## src/rtl/operand_fetch_stage_pkg.sv

```systemverilog
// Shared decode constants, pipeline bundle types and the operand forwarding helper
// used by the operand fetch stage.
package cpu_pkg;

  localparam int PKG_XLEN   = 32;
  localparam int PKG_REG_AW = 5;

  localparam logic [6:0] OP_IMM = 7'b0010011;
  localparam logic [6:0] LOAD   = 7'b0000011;
  localparam logic [6:0] JALR   = 7'b1100111;
  localparam logic [6:0] STORE  = 7'b0100011;
  localparam logic [6:0] BRANCH = 7'b1100011;
  localparam logic [6:0] LUI    = 7'b0110111;
  localparam logic [6:0] AUIPC  = 7'b0010111;
  localparam logic [6:0] JAL    = 7'b1101111;

  typedef struct packed {
    logic [PKG_XLEN-1:0] pc;
    logic [PKG_XLEN-1:0] instr;
  } fetch_bundle_t;

  typedef struct packed {
    logic [PKG_XLEN-1:0]   pc;
    logic [6:0]            opcode;
    logic [PKG_REG_AW-1:0] rd;
    logic [2:0]            funct3;
    logic [6:0]            funct7;
    logic [PKG_REG_AW-1:0] rs1_idx;
    logic [PKG_REG_AW-1:0] rs2_idx;
    logic [PKG_XLEN-1:0]   rs1_val;
    logic [PKG_XLEN-1:0]   rs2_val;
    logic [PKG_XLEN-1:0]   imm;
  } decoded_t;

  // x0 reads as zero; otherwise a same-cycle writeback wins over the stale file read.
  function automatic logic [PKG_XLEN-1:0] select_operand(
    input logic [PKG_REG_AW-1:0] idx,
    input logic [PKG_XLEN-1:0]   rf_data,
    input logic                  wb_we,
    input logic [PKG_REG_AW-1:0] wb_wa,
    input logic [PKG_XLEN-1:0]   wb_wd
  );
    logic [PKG_XLEN-1:0] val;
    val = rf_data;
    if (idx == '0)
      val = '0;
    else if (wb_we && (wb_wa == idx))
      val = wb_wd;
    return val;
  endfunction

endpackage

```

## src/rtl/operand_fetch_stage_imm_gen.sv

```systemverilog
// Combinational immediate generator: sign-extended I/S/B/U/J immediates selected by opcode.
// Only instantiated when IMM_DECODE_EN is defined.
module imm_gen
  import cpu_pkg::*;
(
  input  logic [PKG_XLEN-1:0] instr,
  output logic [PKG_XLEN-1:0] imm
);

  always_comb begin
    imm = '0;
    case (instr[6:0])
      OP_IMM, LOAD, JALR:
        imm = {{20{instr[31]}}, instr[31:20]};
      STORE:
        imm = {{20{instr[31]}}, instr[31:25], instr[11:7]};
      BRANCH:
        imm = {{19{instr[31]}}, instr[31], instr[7], instr[30:25], instr[11:8], 1'b0};
      LUI, AUIPC:
        imm = {instr[31:12], 12'b0};
      JAL:
        imm = {{11{instr[31]}}, instr[31], instr[19:12], instr[20], instr[30:21], 1'b0};
      default:
        imm = '0;
    endcase
  end

endmodule

```

## src/rtl/operand_fetch_stage.sv

```systemverilog
// Decode/operand-fetch stage feeding execute through a single-entry output register.
// Define IMM_DECODE_EN to register a decoded immediate on out_imm; otherwise out_imm is 0.
module operand_fetch_stage
  import cpu_pkg::*;
#(
  parameter int XLEN   = 32,
  parameter int REG_AW = 5
) (
  input  logic              clk,
  input  logic              rst,
  input  logic              flush,
  input  logic              in_valid,
  output logic              in_ready,
  input  logic [XLEN-1:0]   in_instr,
  input  logic [XLEN-1:0]   in_pc,
  output logic [REG_AW-1:0] ra1,
  output logic [REG_AW-1:0] ra2,
  input  logic [XLEN-1:0]   rd1,
  input  logic [XLEN-1:0]   rd2,
  input  logic              wb_we,
  input  logic [REG_AW-1:0] wb_wa,
  input  logic [XLEN-1:0]   wb_wd,
  output logic              out_valid,
  input  logic              out_ready,
  output logic [XLEN-1:0]   out_pc,
  output logic [6:0]        out_opcode,
  output logic [REG_AW-1:0] out_rd,
  output logic [2:0]        out_funct3,
  output logic [6:0]        out_funct7,
  output logic [REG_AW-1:0] out_rs1_idx,
  output logic [REG_AW-1:0] out_rs2_idx,
  output logic [XLEN-1:0]   out_rs1_val,
  output logic [XLEN-1:0]   out_rs2_val,
  output logic [XLEN-1:0]   out_imm
);

  fetch_bundle_t bundle;
  decoded_t      captured;
  decoded_t      held;
  logic          valid_q;
  logic          accept;
  logic          stalled;
  logic [XLEN-1:0] imm_next;

  assign bundle = '{pc: in_pc, instr: in_instr};

  assign ra1 = bundle.instr[19:15];
  assign ra2 = bundle.instr[24:20];

  assign in_ready = !valid_q || out_ready;
  assign accept   = in_valid && in_ready && !flush;
  assign stalled  = valid_q && !out_ready;

`ifdef IMM_DECODE_EN
  imm_gen u_imm_gen (
    .instr (bundle.instr),
    .imm   (imm_next)
  );
`else
  assign imm_next = '0;
`endif

  always_comb begin
    captured         = '0;
    captured.pc      = bundle.pc;
    captured.opcode  = bundle.instr[6:0];
    captured.rd      = bundle.instr[11:7];
    captured.funct3  = bundle.instr[14:12];
    captured.funct7  = bundle.instr[31:25];
    captured.rs1_idx = bundle.instr[19:15];
    captured.rs2_idx = bundle.instr[24:20];
    captured.rs1_val = select_operand(bundle.instr[19:15], rd1, wb_we, wb_wa, wb_wd);
    captured.rs2_val = select_operand(bundle.instr[24:20], rd2, wb_we, wb_wa, wb_wd);
    captured.imm     = imm_next;
  end

  // A held entry snoops writebacks so its operands stay current for however long execute stalls.
  always_ff @(posedge clk) begin
    if (!rst) begin
      valid_q <= 1'b0;
      held    <= '0;
    end else begin
      if (flush)
        valid_q <= 1'b0;
      else if (accept)
        valid_q <= 1'b1;
      else if (out_ready)
        valid_q <= 1'b0;

      if (accept) begin
        held <= captured;
      end else if (stalled) begin
        if (wb_we && (wb_wa != '0) && (wb_wa == held.rs1_idx))
          held.rs1_val <= wb_wd;
        if (wb_we && (wb_wa != '0) && (wb_wa == held.rs2_idx))
          held.rs2_val <= wb_wd;
      end
    end
  end

  assign out_valid   = valid_q;
  assign out_pc      = held.pc;
  assign out_opcode  = held.opcode;
  assign out_rd      = held.rd;
  assign out_funct3  = held.funct3;
  assign out_funct7  = held.funct7;
  assign out_rs1_idx = held.rs1_idx;
  assign out_rs2_idx = held.rs2_idx;
  assign out_rs1_val = held.rs1_val;
  assign out_rs2_val = held.rs2_val;
  assign out_imm     = held.imm;

endmodule

```

## config.mk

```make
export PLATFORM = sky130hd
export DESIGN_NAME = operand_fetch_stage
export DESIGN_NICKNAME = d
export VERILOG_FILES = /design/src/rtl/operand_fetch_stage_pkg.sv /design/src/rtl/operand_fetch_stage_imm_gen.sv /design/src/rtl/operand_fetch_stage.sv
export SDC_FILE = /design/constraint.sdc
export NUM_CORES = 1
export LEC_CHECK = 0
export CAP_MARGIN = 30
export CORE_AREA = 4 4 130 132
export CTS_CLUSTER_DIAMETER = 60
export CTS_CLUSTER_SIZE = 25
export DETAILED_ROUTE_END_ITERATION = 8
export DIE_AREA = 0 0 134 136
export PLACE_DENSITY = 0.84
export SLEW_MARGIN = 20
export SYNTH_ARGS = -nofsm -noshare
export SYNTH_HDL_FRONTEND = slang
export SYNTH_SLANG_ARGS = --single-unit
```

## constraint.sdc

```tcl
create_clock -name clk -period 2.7 [get_ports clk]
set_input_delay 0.405 -clock clk [delete_from_list [all_inputs] [get_ports clk]]
set_output_delay 0.405 -clock clk [all_outputs]
set_load 0.02 [all_outputs]
```

==> summary.md <==
| Metric | Value |
|---|---|
| Crit path capture type | `output port` |
| Syn. warnings | `0` |
| Die height | `136 µm` |
| Peak supply drop | `0.000376 V` |
| CP Max Fanout | `4` |
| Setup TNS | `0 ns` |
| Yosys top cell by area | `dfxtp_1` |
| Synth Cell Area | `0.00617 mm²` |
| Num rows | `46` |
| Post-DP HPWL | `15,100 µm` |
| CTS Buffer Depth | `2` |
| Hold Crit Depth | `2` |
| Hold_sp | `out_funct7[1]` |
| Antenna violations before repair | `0` |
| Worst hold margin | `0.460 ns` |
| F_max | `463 MHz` |
| Setup violators final | `0` |
| Post-cts resize count | `0` |
| Initial Util | `0.393` |
| Nets | `1,118` |
| Slew Viols, Final | `0` |
| Post-Route Utilization | `0.625` |
| 1st-pass router iterations | `5` |
| Sequential area share after synthesis | `0.418` |
| Area share of and/or/nand/nor cells after synthesis | `0.150` |
| Number of CTS-inserted buffers | `17` |
| RR Endpoint | `out_rs1_val[26]` |
| Layout Skew | `0.0182 ns` |
| CTS Hold Bufs | `0` |
| Top delay family on crit path | `buffers and inverters` |
| Antenna diodes | `0` |
| Asr flop ratio synth | `0` |
| Via total after detailed routing | `5,971` |
| Top-count cell post-synth | `nand2_1` |
| Drt initial violations | `318` |
| I/O Buffers | `310` |
| Crit path top cell by count | `clkdlybuf4s50_1` |
| Cell Chain, Critical Path | `clkdlybuf4s50_1, clkdlybuf4s50_1` |
| Hold Path Class | `reg2reg` |
| Routed len/inst | `17.8 µm` |
| Core area | `0.0157 mm²` |
| First-pass GRT wire length | `31,700 µm` |
| Synth cell count leaders | `133 x nand2_1, 129 x dfxtp_1, 68 x nor2_1, 65 x o21ai_0, 64 x a21boi_0` |
| Post-route ant nets | `0` |
| CP max stage cell | `clkdlybuf4s50_1` |
| WP data required | `2.30 ns` |
| Arrival time at the worst endpoint | `1.75 ns` |
| RSZ-0062 raised after global routing | `no` |
| R2R depth | `7` |
| Cells after DPL | `1,144` |
| Post-Synth XOR/XNOR Area | `0.0357` |
| Largest net degree at the start of global routing | `78` |
| Synth area leaders | `dfxtp_1 42%, a221oi_2 9.7%, nand2_1 8.1%, a21boi_0 7.8%, buf_4 5.6%` |
| Synth Area in Compound Gates | `0.280` |
| Slew @ Worst Pin | `0.715 ns` |
| Filler Cells Inserted | `1,300` |
| Crit path buf inv count | `2` |
| Adder-cell share of the synthesized area | `0` |
| Mux share of post-synthesis cell area | `0` |
| Power per Cell Area | `561 mW/mm²` |
| Worst r2r src | `out_valid` |
| Max H-tree Level | `4` |
| GR Overflow Total | `0` |
| CTS tree | `yes` |
| Tmin final | `2.16 ns` |
| R2r setup slk | `0.91 ns` |
| Ratio of cells with drive above 1 in the final layout | `0.109` |
| Die ar. | `0.0182 mm²` |
| DRC | `0` |
| Worst Setup EP | `ra1[0]` |
| Sinks on Clock Net | `129` |
| Mapped Cells | `672` |
| Crit share post-route | `0.800` |
| Final wirelength | `20,900 µm` |
| Root Driver | `clkbuf_16` |
| Cell Count, Final, Fillers Out | `1,176` |
| Area Overhead vs Synth | `59.0%` |
| Slew Limit Headroom | `0.523` |
| Worst-path clk slew | `0.06 ns` |
| Seq cells post-synth | `129` |
| Leakage | `3.67 nW` |
| DIE WIDTH | `134 µm` |
| Primary FF master, synth | `dfxtp_1` |
| Max_cap viols | `0` |
| Setup CP Type | `in2out` |
| GP Congestion | `0.804` |
| Post-synthesis average cell area | `9.19 µm²` |
| I/O pin cnt | `343` |
| CP startpoint kind | `input port` |
| CP max stage delay | `0.68 ns` |
| Vias per cell | `5.08` |
| Hold Vio Cnt, Final | `0` |
| Synth cell types | `35` |
| Largest family of logic cells by synthesized area | `compound AO/OA/AOI/OAI gates` |
| Clock latency on the worst-skew pair | `0.41 ns` |
| CP startpoint | `in_instr[15]` |
| Status | `complete, no violations` |
| Post-CTS Setup Bufs | `0` |
| Post-synth EDFFs | `0` |
| WP depth | `2` |
| Total track usage | `0.221` |
| Vias in the first global route | `5,826` |
| Top cell type's share of synthesized area | `0.418` |
## metal layers
layer	part of all wire	vias to the layer above	global-route usage	wire length, µm
met4	0.028	0	0.0897	584
met3	0.093	32	0.0807	1940
li1	-	2830	-	-
met5	0	-	0	0
met1	0.39	2795	0.254	8150
met2	0.49	314	0.372	10200
## tightest hold or removal path, stage by stage, from the launching register on
cell and delay, ns:
dfxtp_1 0.31, nand2_1 0.04, a21boi_0 0.06
## area by class of cell
| type | instances | area, µm² | area share |
|---|---|---|---|
| Multi-Input combinational cell | 471 | 3020 | 0.307 |
| Timing Repair Buffer | 325 | 3350 | 0.341 |
| Clock inverter | 9 | 106 | 0.0108 |
| Clock buffer | 23 | 478 | 0.0487 |
| Inverter | 3 | 11.3 | 0.00115 |
| Tap cell | 216 | 270 | 0.0275 |
| Sequential cell | 129 | 2580 | 0.263 |
## how the worst min path moves through the flow
| stage | endpoint | slack [ns] |
|---|---|---|
| 6_report | out_funct7[1] | 0.46 |
| 2_1_floorplan | out_valid | 0.48 |
| 4_1_cts | out_funct7[1] | 0.46 |
| 3_5_place_dp | out_funct7[1] | 0.46 |
| 3_3_place_gp | out_pc[23] | 0.45 |
| 5_1_grt | out_opcode[0] | 0.48 |
## stage by stage
step,setup WS (ns),total power [mW],instance area (µm²)
finish,0.541,5.51,9820
global route,0.507,5.74,9820
CTS,0.546,5.57,9820
detailed placement,0.231,3.28,9230
global placement,0.220,3.27,9230
floorplan,1.01,2.70,6290
## registers in the layout, indices dropped and copies added, names as in the netlist
signal,count
out_opcode,7
out_valid,1
out_funct7,7
out_rs2_idx,5
out_rd,5
out_pc,32
out_funct3,3
out_rs1_idx,5
out_rs2_val,32
out_rs1_val,32
## cell families (layout without fill, tap and decap cells)
logic type                after synthesis  in the layout
other                                   1             32
and+or+nand+nor                       217            217
AOI/OAI and AO/OA                     202            202
DFF                                   129            129
xor gates and xnor gates               20             20
buffers and inverters                 103            360
## report_power, final
group / internal [mW] / total, mW / switching (mW)
clock network: 1.43 / 2.26 / 0.834
logic: 0.577 / 1.16 / 0.587
registers: 2.02 / 2.08 / 0.0601
## placed cells by master, fill, tap and decap left out, types with 2 or more instances in the layout
| cell | Yosys | final |
|---|---|---|
| buf_12 | 0 | 11 |
| a31o_2 | 2 | 2 |
| a21boi_0 | 64 | 64 |
| o21ai_0 | 65 | 65 |
| clkinv_2 | 0 | 3 |
| clkdlybuf4s50_1 | 0 | 309 |
| xnor2_2 | 6 | 6 |
| clkinvlp_4 | 0 | 3 |
| a221oi_2 | 40 | 40 |
| clkbuf_8 | 0 | 3 |
| nor4_4 | 2 | 2 |
| and2_1 | 2 | 2 |
| a221oi_1 | 23 | 23 |
| bufinv_16 | 0 | 2 |
| dfxtp_1 | 129 | 129 |
| buf_4 | 46 | 5 |
| xor2_1 | 10 | 10 |
| nand4_2 | 2 | 2 |
| conb_1 | 1 | 32 |
| clkbuf_1 | 19 | 3 |
| nand2_1 | 133 | 133 |
| a31oi_4 | 0 | 2 |
| clkbuf_16 | 0 | 17 |
| nor4_1 | 2 | 2 |
| o31ai_4 | 2 | 2 |
| nor2_1 | 68 | 68 |
| xnor2_1 | 4 | 4 |
| inv_1 | 3 | 3 |
Power figures use the tool's default switching activity.
